===== src/rtl/vector_reg_write_arbiter_if.sv =====
// Bundle between the requesting execution units and the vector register write arbiter.
// The master modport is the requester side, the slave modport is the arbiter.
interface vector_reg_write_arbiter_if #(
    parameter int NUM_REQ          = 4,
    parameter int VECTOR_REG_DEPTH = 64,
    parameter int VECTOR_REG_WIDTH = 64
);
    localparam int AW = $clog2(VECTOR_REG_DEPTH);
    localparam int LW = AW + 1;

    logic [NUM_REQ-1:0]                  req;
    logic [NUM_REQ*LW-1:0]               req_len;
    logic [NUM_REQ-1:0]                  elem_valid;
    logic [NUM_REQ*VECTOR_REG_WIDTH-1:0] elem_data;
    logic [NUM_REQ-1:0]                  grant;
    logic [NUM_REQ-1:0]                  elem_ready;
    logic [NUM_REQ-1:0]                  done;
    logic                                busy;
    logic                                write;
    logic [AW-1:0]                       write_addr;
    logic [VECTOR_REG_WIDTH-1:0]         write_data;

    modport master (
        output req, req_len, elem_valid, elem_data,
        input  grant, elem_ready, done, busy, write, write_addr, write_data
    );

    modport slave (
        input  req, req_len, elem_valid, elem_data,
        output grant, elem_ready, done, busy, write, write_addr, write_data
    );
endinterface


===== src/rtl/vector_reg_write_arbiter.sv =====
// Burst-granular arbiter for the single write port of one vector register.
// Define VREG_ARB_FIXED_PRIORITY_EN for lowest-index-wins; default is round-robin.
module vector_reg_write_arbiter #(
    parameter int NUM_REQ          = 4,
    parameter int VECTOR_REG_DEPTH = 64,
    parameter int VECTOR_REG_WIDTH = 64
) (
    input  logic                      clk,
    input  logic                      reset,
    vector_reg_write_arbiter_if.slave bus
);
    localparam int AW = $clog2(VECTOR_REG_DEPTH);
    localparam int LW = AW + 1;
    localparam int GW = $clog2(NUM_REQ);

    typedef enum logic [1:0] {
        ST_IDLE  = 2'd0,
        ST_BURST = 2'd1,
        ST_FLUSH = 2'd2
    } state_t;

    state_t                      r_state;
    logic [NUM_REQ-1:0]          r_grant;
    logic [NUM_REQ-1:0]          r_done;
    logic                        r_write;
    logic [AW-1:0]               r_write_addr;
    logic [VECTOR_REG_WIDTH-1:0] r_write_data;
    logic [AW-1:0]               r_idx;
    logic [LW-1:0]               r_len;
    logic [GW-1:0]               r_owner;

    logic [GW-1:0]               w_winner;
    logic                        w_any;
    logic [LW-1:0]               w_sel_len;
    logic [LW-1:0]               w_len;
    logic                        w_hs;
    logic                        w_last;
    logic [VECTOR_REG_WIDTH-1:0] w_owner_data;

    function automatic logic [NUM_REQ-1:0] onehot(input logic [GW-1:0] sel);
        onehot      = {NUM_REQ{1'b0}};
        onehot[sel] = 1'b1;
    endfunction

    function automatic logic [GW-1:0] fixed_pick(input logic [NUM_REQ-1:0] req_v);
        fixed_pick = {GW{1'b0}};
        for (int k = NUM_REQ - 1; k >= 0; k--) begin
            if (req_v[k]) fixed_pick = GW'(k);
            else          fixed_pick = fixed_pick;
        end
    endfunction

    // Search upward from ptr with wrap; the first active request wins.
    function automatic logic [GW-1:0] rr_pick(input logic [NUM_REQ-1:0] req_v,
                                              input logic [GW-1:0]      ptr);
        logic [GW:0] cand;
        logic        found;
        rr_pick = {GW{1'b0}};
        found   = 1'b0;
        for (int k = 0; k < NUM_REQ; k++) begin
            cand = {1'b0, ptr} + (GW+1)'(k);
            cand = (cand >= (GW+1)'(NUM_REQ)) ? cand - (GW+1)'(NUM_REQ) : cand;
            if (!found && req_v[cand[GW-1:0]]) begin
                found   = 1'b1;
                rr_pick = cand[GW-1:0];
            end else begin
                found   = found;
            end
        end
    endfunction

`ifdef VREG_ARB_FIXED_PRIORITY_EN
    assign w_winner = fixed_pick(bus.req);
`else
    logic [GW-1:0] r_rr_ptr;
    logic [GW-1:0] w_next_ptr;
    assign w_winner   = rr_pick(bus.req, r_rr_ptr);
    assign w_next_ptr = (r_owner == GW'(NUM_REQ - 1)) ? {GW{1'b0}} : r_owner + GW'(1);
`endif

    assign w_any        = |bus.req;
    assign w_sel_len    = bus.req_len[w_winner*LW +: LW];
    assign w_hs         = (r_state == ST_BURST) & bus.elem_valid[r_owner];
    assign w_last       = ({1'b0, r_idx} == (r_len - LW'(1)));
    assign w_owner_data = bus.elem_data[r_owner*VECTOR_REG_WIDTH +: VECTOR_REG_WIDTH];

    // Clamp the requested burst length to the register depth.
    always_comb begin
        w_len = w_sel_len;
        if (w_sel_len > LW'(VECTOR_REG_DEPTH)) w_len = LW'(VECTOR_REG_DEPTH);
        else                                   w_len = w_sel_len;
    end

    // Arbitration FSM with registered grant, done and register-file write outputs.
    always_ff @(posedge clk or negedge reset) begin
        if (!reset) begin
            r_state      <= ST_IDLE;
            r_grant      <= {NUM_REQ{1'b0}};
            r_done       <= {NUM_REQ{1'b0}};
            r_write      <= 1'b0;
            r_write_addr <= {AW{1'b0}};
            r_write_data <= {VECTOR_REG_WIDTH{1'b0}};
            r_idx        <= {AW{1'b0}};
            r_len        <= {LW{1'b0}};
            r_owner      <= {GW{1'b0}};
`ifndef VREG_ARB_FIXED_PRIORITY_EN
            r_rr_ptr     <= {GW{1'b0}};
`endif
        end else begin
            case (r_state)
                ST_IDLE: begin
                    r_write <= 1'b0;
                    r_done  <= {NUM_REQ{1'b0}};
                    if (w_any) begin
                        r_owner <= w_winner;
                        r_len   <= w_len;
                        r_idx   <= {AW{1'b0}};
                        if (w_len == LW'(0)) begin
                            // Empty burst: skip straight to the done pulse.
                            r_state <= ST_FLUSH;
                            r_done  <= onehot(w_winner);
`ifndef VREG_ARB_FIXED_PRIORITY_EN
                            r_rr_ptr <= (w_winner == GW'(NUM_REQ - 1)) ? {GW{1'b0}}
                                                                       : w_winner + GW'(1);
`endif
                        end else begin
                            r_state <= ST_BURST;
                            r_grant <= onehot(w_winner);
                        end
                    end else begin
                        r_state <= ST_IDLE;
                    end
                end
                ST_BURST: begin
                    if (w_hs) begin
                        r_write      <= 1'b1;
                        r_write_addr <= r_idx;
                        r_write_data <= w_owner_data;
                        if (w_last) begin
                            r_state  <= ST_FLUSH;
                            r_grant  <= {NUM_REQ{1'b0}};
                            r_done   <= onehot(r_owner);
`ifndef VREG_ARB_FIXED_PRIORITY_EN
                            r_rr_ptr <= w_next_ptr;
`endif
                        end else begin
                            r_idx    <= r_idx + AW'(1);
                        end
                    end else begin
                        r_write <= 1'b0;
                    end
                end
                ST_FLUSH: begin
                    r_state <= ST_IDLE;
                    r_write <= 1'b0;
                    r_done  <= {NUM_REQ{1'b0}};
                end
                default: begin
                    r_state <= ST_IDLE;
                    r_grant <= {NUM_REQ{1'b0}};
                    r_done  <= {NUM_REQ{1'b0}};
                    r_write <= 1'b0;
                end
            endcase
        end
    end

    assign bus.grant      = r_grant;
    assign bus.elem_ready = (r_state == ST_BURST) ? r_grant : {NUM_REQ{1'b0}};
    assign bus.done       = r_done;
    assign bus.busy       = (r_state != ST_IDLE);
    assign bus.write      = r_write;
    assign bus.write_addr = r_write_addr;
    assign bus.write_data = r_write_data;
endmodule


===== src/flat_wrapper.sv =====
// flat-port wrapper written by rule: the top's interface ports become plain ports
module vector_reg_write_arbiter_flat 
#(
    parameter int NUM_REQ          = 4,
    parameter int VECTOR_REG_DEPTH = 64,
    parameter int VECTOR_REG_WIDTH = 64
)
  (clk, reset, bus_req, bus_req_len, bus_elem_valid, bus_elem_data, bus_grant, bus_elem_ready, bus_done, bus_busy, bus_write, bus_write_addr, bus_write_data);
  vector_reg_write_arbiter_if #(.NUM_REQ(NUM_REQ), .VECTOR_REG_DEPTH(VECTOR_REG_DEPTH), .VECTOR_REG_WIDTH(VECTOR_REG_WIDTH)) bus_i ();
  input  logic clk;
  input  logic reset;
  input wire logic [$bits(bus_i.req)-1:0] bus_req;
  input wire logic [$bits(bus_i.req_len)-1:0] bus_req_len;
  input wire logic [$bits(bus_i.elem_valid)-1:0] bus_elem_valid;
  input wire logic [$bits(bus_i.elem_data)-1:0] bus_elem_data;
  output wire logic [$bits(bus_i.grant)-1:0] bus_grant;
  output wire logic [$bits(bus_i.elem_ready)-1:0] bus_elem_ready;
  output wire logic [$bits(bus_i.done)-1:0] bus_done;
  output wire logic [$bits(bus_i.busy)-1:0] bus_busy;
  output wire logic [$bits(bus_i.write)-1:0] bus_write;
  output wire logic [$bits(bus_i.write_addr)-1:0] bus_write_addr;
  output wire logic [$bits(bus_i.write_data)-1:0] bus_write_data;
  assign bus_i.req = bus_req;
  assign bus_i.req_len = bus_req_len;
  assign bus_i.elem_valid = bus_elem_valid;
  assign bus_i.elem_data = bus_elem_data;
  assign bus_grant = bus_i.grant;
  assign bus_elem_ready = bus_i.elem_ready;
  assign bus_done = bus_i.done;
  assign bus_busy = bus_i.busy;
  assign bus_write = bus_i.write;
  assign bus_write_addr = bus_i.write_addr;
  assign bus_write_data = bus_i.write_data;
  vector_reg_write_arbiter #(.NUM_REQ(NUM_REQ), .VECTOR_REG_DEPTH(VECTOR_REG_DEPTH), .VECTOR_REG_WIDTH(VECTOR_REG_WIDTH)) u_core (.clk(clk), .reset(reset), .bus(bus_i));
endmodule

===== config.mk =====
export PLATFORM = sky130hd
export DESIGN_NAME = vector_reg_write_arbiter_flat
export DESIGN_NICKNAME = d
export VERILOG_FILES = /design/src/rtl/vector_reg_write_arbiter_if.sv /design/src/rtl/vector_reg_write_arbiter.sv /design/src/flat_wrapper.sv
export SDC_FILE = /design/constraint.sdc
export NUM_CORES = 1
export LEC_CHECK = 0
export CORE_AREA = 4 4 144 146
export DETAILED_ROUTE_END_ITERATION = 10
export DIE_AREA = 0 0 148 150
export GPL_TIMING_DRIVEN = 0
export HOLD_SLACK_MARGIN = 0.05
export PLACE_DENSITY_LB_ADDON = 0.12
export SYNTH_ARGS = -nofsm -noshare
export SYNTH_HDL_FRONTEND = slang
export SYNTH_SLANG_ARGS = --single-unit

===== constraint.sdc =====
create_clock -name clk -period 2.7 [get_ports clk]
set_input_delay 0.54 -clock clk [delete_from_list [all_inputs] [get_ports clk]]
set_output_delay 0.54 -clock clk [all_outputs]
set_load 0.01 [all_outputs]

=== Yosys cells after proc, flatten, opt, wreduce, memory -nomap -nowiden ===
Index checks and enable logic that the tools add are counted.

* Bits in registers: 98
* Bits in latches: 0
* Bits in writable memories: 0
* ROM bits: 0
* Input bits: 294
* Logic and storage cells: 124
* Memories: 0

* Add/subtract/negate cells: 11
* $mul: 1
* Div/mod/pow operators: 0
* $lt $le $gt $ge: 13
* Equal/unequal tests: 11
* Shift operators: 2
* Muxes and demuxes: 55
* Bitwise operators: 2
* Reduce and logical (&&, ||, !) cells: 19

{| class="wikitable"
|+ Operators with widths
! operator !! count
|-
| variable part select 256 x 9 -> 64 bit || 1
|-
| 2-to-1 mux 2 bit || 18
|-
| 2-to-1 mux 4 bit || 9
|-
| variable part select 28 x 6 -> 7 bit || 1
|-
| < comparator 2 x 3 -> 1 bit (second input constant) || 6
|-
| 2-to-1 mux 6 bit || 3
|-
| 2-to-1 mux 1 bit || 12
|-
| case mux 4 bit (3 select lines) || 1
|-
| case mux 6 bit (2 select lines) || 1
|-
| binary-select mux 1 bit (select 2 bit) || 5
|-
| AND reduction 5 bit || 2
|-
| greater-or-equal comparator 3 bit (second input constant) || 3
|-
| inequality test 2 x 1 -> 1 bit (second input constant) || 4
|-
| case mux 2 bit (2 select lines) || 2
|-
| case mux 4 bit (2 select lines) || 1
|-
| subtractor 2 x 1 -> 2 bit (second input constant) || 4
|-
| equality test 6 x 7 -> 1 bit || 1
|-
| > comparator 7 bit (second input constant) || 1
|-
| logical NOT 7 bit || 1
|-
| 2-to-1 mux 7 bit || 1
|-
| subtractor 7 x 1 -> 7 bit (second input constant) || 1
|-
| adder 2 x 2 -> 3 bit (second input constant) || 2
|-
| adder 6 x 1 -> 6 bit (second input constant) || 1
|-
| equality test 2 bit (second input constant) || 3
|-
| other kinds (17) || 30
|}

=== Logic depth before layout (Yosys ltp) ===
* Depth after elaboration: 22
* Depth in mapped cells: 11
* Mapped depth without buffers: 10

=== Least setup slack after synthesis ===
No wires, ideal clock.

* Path kind: register -> register
* Start: reg u_core.r_len[0]
* End: reg u_core.r_idx[5]
* Data arrival time: 2.406 ns
* Required time: 2.634 ns
* Path slack: 0.228 ns
* Cell stages (with the launch flop): 12
* Buffers on the path: 1
* Clock period less this slack: 2.472 ns
* Cell sequence: dfrtp_1 buf_2 inv_1 ha_1 nor3b_4 mux2_1 mux2i_1 a221oi_2 a21oi_1 nor2_1 or4_1 nand2_1

* Longest elaborated chain between the ends: 4

{| class="wikitable"
|+ Ends and longest elaborated chain
! element !! RTL line !! source
|-
| from (decl) || vector_reg_write_arbiter.sv:29 || <nowiki>logic [LW-1:0] r_len;</nowiki>
|-
| from (signal assigned) || vector_reg_write_arbiter.sv:104 || <nowiki>r_len <= {LW{1'b0}};</nowiki>
|-
| from (signal assigned) || vector_reg_write_arbiter.sv:116 || <nowiki>r_len <= w_len;</nowiki>
|-
| subtractor 7 x 1 -> 7 bit || vector_reg_write_arbiter.sv:84 || <nowiki>assign w_last = ({1'b0, r_idx} == (r_len - LW'(1)));</nowiki>
|-
| equality test 6 x 7 -> 1 bit || vector_reg_write_arbiter.sv:84 ||
|-
| inequality test 2 bit (no line) || - ||
|-
| AND reduction 4 bit (no line) || - ||
|-
| to (signal assigned) || vector_reg_write_arbiter.sv:103 || <nowiki>r_idx <= {AW{1'b0}};</nowiki>
|-
| to (signal assigned) || vector_reg_write_arbiter.sv:117 || <nowiki>r_idx <= {AW{1'b0}};</nowiki>
|-
| to (signal assigned) || vector_reg_write_arbiter.sv:147 || <nowiki>r_idx <= r_idx + AW'(1);</nowiki>
|-
| to (decl) || vector_reg_write_arbiter.sv:28 || <nowiki>logic [AW-1:0] r_idx;</nowiki>
|}

No other way between the ends.
A chain may end at the register's enable or synchronous reset.

=== Final worst setup path ===
* Start: in bus_req[1]
* End: reg u_core.r_rr_ptr[1]

* Longest elaborated chain between the ends: 19
* Elaborated cells between the ends (all ways): 36
* Classes of those cells: add/sub: 1; mul: 1; order compare: 1; eq/ne: 3; shift: 1; mux: 20; reduce/logical: 9

{| class="wikitable"
|+ Ends and longest elaborated chain
! element !! RTL line !! source
|-
| from (decl) || flat_wrapper.sv:12 || <nowiki>input wire logic [$bits(bus_i.req)-1:0] bus_req;</nowiki>
|-
| binary-select mux 1 bit (select 2 bit) || vector_reg_write_arbiter.sv:63 || <nowiki>if (!found && req_v[cand[GW-1:0]]) begin</nowiki>
|-
| 2-to-1 mux 1 bit (not written as such) || vector_reg_write_arbiter.sv:63 ||
|-
| 2-to-1 mux 1 bit || vector_reg_write_arbiter.sv:63 ||
|-
| logical NOT 1 bit || vector_reg_write_arbiter.sv:63 ||
|-
| logical AND 1 bit || vector_reg_write_arbiter.sv:63 ||
|-
| 2-to-1 mux 1 bit || vector_reg_write_arbiter.sv:63 ||
|-
| logical NOT 1 bit || vector_reg_write_arbiter.sv:63 ||
|-
| logical AND 1 bit || vector_reg_write_arbiter.sv:63 ||
|-
| (+4 left out) || - ||
|-
| net u_core.w_winner[0] || vector_reg_write_arbiter.sv:32 || <nowiki>logic [GW-1:0] w_winner;</nowiki>
|-
| multiplier 2 x 3 -> 5 bit || vector_reg_write_arbiter.sv:82 || <nowiki>assign w_sel_len = bus.req_len[w_winner*LW +: LW];</nowiki>
|-
| variable part select 28 x 6 -> 7 bit || vector_reg_write_arbiter.sv:82 ||
|-
| > comparator 7 bit || vector_reg_write_arbiter.sv:90 || <nowiki>if (w_sel_len > LW'(VECTOR_REG_DEPTH)) w_len = LW'(VECTOR_REG_DEPTH);</nowiki>
|-
| 2-to-1 mux 7 bit || vector_reg_write_arbiter.sv:90 ||
|-
| logical NOT 7 bit || vector_reg_write_arbiter.sv:118 || <nowiki>if (w_len == LW'(0)) begin</nowiki>
|-
| inequality test 2 x 1 -> 1 bit (no line) || - ||
|-
| AND reduction 5 bit (no line) || - ||
|-
| to (signal assigned) || vector_reg_write_arbiter.sv:107 || <nowiki>r_rr_ptr <= {GW{1'b0}};</nowiki>
|-
| to (signal assigned) || vector_reg_write_arbiter.sv:123 || <nowiki>r_rr_ptr <= (w_winner == GW'(NUM_REQ - 1)) ? {GW{1'b0}}</nowiki>
|-
| to (signal assigned) || vector_reg_write_arbiter.sv:144 || <nowiki>r_rr_ptr <= w_next_ptr;</nowiki>
|-
| to (decl) || vector_reg_write_arbiter.sv:75 || <nowiki>logic [GW-1:0] r_rr_ptr;</nowiki>
|}

Mark *: on every way through the listed nets, which the timed path passes. The rest lies on a longest branch. The select of a mux whose other input is x is not followed.

==> run metrics <==
Syn-to-layout area delta=73.7%; RSZ-0062 raised after global routing=true; Final ANT Viol Nets=0; core area=a little under 20000 sq um; final max-slew violation count=0; GRT overflow=0; Synth async-reset ratio=1.00; top cells by area, synth=dfrtp_1 40%, mux4_2 24%, mux2_2 12%; IO Port Bufs=about 380; area occupied by multi-input gates=around 3500 sq um; arrival time at the worst endpoint=~3 ns; antenna violations before repair=0; Die Width=roughly 150 um; Cell Area, Synth=between 6000 and 7000 sq um; number of cells on the worst reg-to-reg path=10; crit path launch type=input pin; First-pass DRT Iterations=4; VDD IR-drop max=around 400 uV; Filler cells=about 1700; share of layout cells above drive strength 1=0.241; initial cell density of the core=0.317; worst-path fanout max=11; routability cong.=0.943; Synth Flop Type=dfrtp_1; Iteration-0 DRC Markers=188; Avg Vias per Cell=about 4.8; first-pass GRT wire length=between 30000 and 40000 um; Ports=approximately 380; Unique masters post-synth=48; Setup CP Type=input pin to flop; Inserted Clock Buffers=9; vias in the first global route=about 6000; DR WL/cell=21.1 um; nets=1143; pin count of the biggest net entering global routing=54; cell area power density=939 nW/um^2; status=complete, no violations; CP max-delay cell=clkdlybuf4s50_1; Reg clk slew, reported paths=roughly 0.070 ns; Die Y-Extent=approximately 150 um; crit end category=flop; worst-case clock skew=between 0.007 and 0.008 ns; fmax=0.374 GHz; critical path's largest stage delay=0.54 ns; syn_nets=747; cell with the most instances after synthesis=dfrtp_1; clock root cell=clkbuf_16; Std-Cell Rows=~50; Slew @ Worst Pin=roughly 0.95 ns; setup TNS=0 ns; syn avg cell area=around 14 sq um; Post-synth EDFFs=0; ant diodes=0; TritonCTS clock tree=built; clk sink count=about 100; Max clock buf depth=2; dpl hpwl=19900 um; Final setup viols=0; WP data required=about 3 ns; Cells after Synth=roughly 440; Hold Vio Cnt, Final=0; Max Cap Viol=0; HP Class=input pin to asynchronous set/reset pin; Synth area leader=dfrtp_1; leakage=4.23 nW; # DRC=0; Final Util=0.551; die area=22200 sq um; register area share after synthesis=0.399; CP cell instances=clkdlybuf4s50_1, a21oi_1, a311oi_2, buf_6, buf_12, mux2i_1, mux2_4, nand4_2, or4_1, o211ai_1; #FFs+latches synth=a little under 100; Yosys warning count=0; register area=approximately 2500 sq um; Via Count=5370; Slew HR=0.368; CTS H-tree depth=3; worst hold margin=between 0.2 and 0.25 ns; share of the synthesized area in the top cell type=0.399; part of the cycle the worst path needs=0.992; Overall Global Routing Usage=0.205; post-layout min period=about 2.7 ns; clock latency at the later pin of the worst-skew pair=around 0.35 ns; final WL=roughly 23000 um; Synth top cells by count=98 x dfrtp_1, 68 x mux2_2, 65 x mux4_2
-- registers in the layout, summed over array words and instances, names as in the netlist, 4 cells and up --
register and cells:
u_core.bus.write_data 64, u_core.r_len 7, u_core.bus.write_addr 6, u_core.r_idx 6, u_core.bus.done 4, u_core.bus.grant 4
-- cells by family after synthesis --
| family | synth area share |
|---|---|
| simple gates | 0.0708 |
| mux | 0.421 |
| compound gates | 0.0458 |
| flops | 0.399 |
| fa+ha+maj | 0.0203 |
| buf+inv | 0.0324 |
| xor+xnor | 0.0114 |
-- power breakdown --
part	internal, W	switching [W]
logic	0.00359	0.00267
clock network	0.000650	0.000565
registers	0.00215	0.000405
total	0.00640	0.00364
-- final timing paths --
| path | from | end | slack (ns) |
|---|---|---|---|
| worst min register to register | u_core.bus.write_addr[1] | u_core.bus.write_addr[1] | 0.48 |
| worst max-delay path | bus_req[1] | u_core.r_rr_ptr[1] | 0.02 |
| max in group asynchronous | reset | u_core.bus.write_data[26] | 1.83 |
| worst min-delay path | reset | u_core.r_len[4] | 0.20 |
| worst max register to register | u_core.r_rr_ptr[1] | u_core.r_rr_ptr[1] | 0.07 |
| min in group clk | u_core.bus.write_addr[1] | u_core.bus.write_addr[1] | 0.48 |
-- metrics by stage --
| step | instances | setup slack, ns | instance area (sq um) | total power (W) |
|---|---|---|---|---|
| after floorplan | 443 | 0.228 | 6150 | 0.00614 |
| after global placement | 1085 | -2.57 | 10300 | 0.00868 |
| after detailed placement | 1086 | -0.604 | 10300 | 0.00883 |
| after CTS | 1104 | -0.0173 | 10600 | 0.0101 |
| after global routing | 1109 | -0.104 | 10700 | 0.0107 |
| final | 1109 | 0.0228 | 10700 | 0.0100 |
-- worst max-delay path: cells and delay by family --
kind                   cells  cell delay (ns)
buffers and inverters      3             0.86
AND/OR/NAND/NOR            2             0.67
AO/OA/AOI/OAI              3             0.44
multiplexers               2             0.39
-- final cells by class --
class / count / share of cell area
plain buffers: 31 / 0.0150
clock buffers: 10 / 0.0224
clock inverters: 6 / 0.00398
inverters: 12 / 0.00445
multi-input cells: 301 / 0.330
flip-flops and latches: 98 / 0.230
well taps: 265 / 0.0310
repair buffers: 386 / 0.363
-- metal layers --
layer / share of wire / up-vias / track usage
met2: 0.56 / 201 / 0.384
met5: 0 / - / 0
met1: 0.37 / 2656 / 0.238
met4: 0.015 / 0 / 0.0462
li1: - / 2491 / -
met3: 0.056 / 22 / 0.0472
-- cell usage in the layout (no fill, tap or decap), types with 8 or more instances in the layout --
cell type and n:
buf_4 8, clkbuf_1 11, clkbuf_16 9, clkdlybuf4s50_1 373, dfrtp_1 95, ha_1 9, inv_1 11, mux2_2 67
mux2_4 8, mux2i_1 19, mux4_2 65, nand2_1 36, xnor2_1 8
-- repair_timing --
action | 4_1_cts | 5_1_grt
endpoints found under the hold margin | 0 | 0
setup endpoints to repair | 25 | 36
buffers inserted | 2 | 6
hold buffers | 0 | 0
pin swaps | 3 | 6
resized for setup | 11 | 16
No activity file was read; power rests on OpenSTA's default activity.
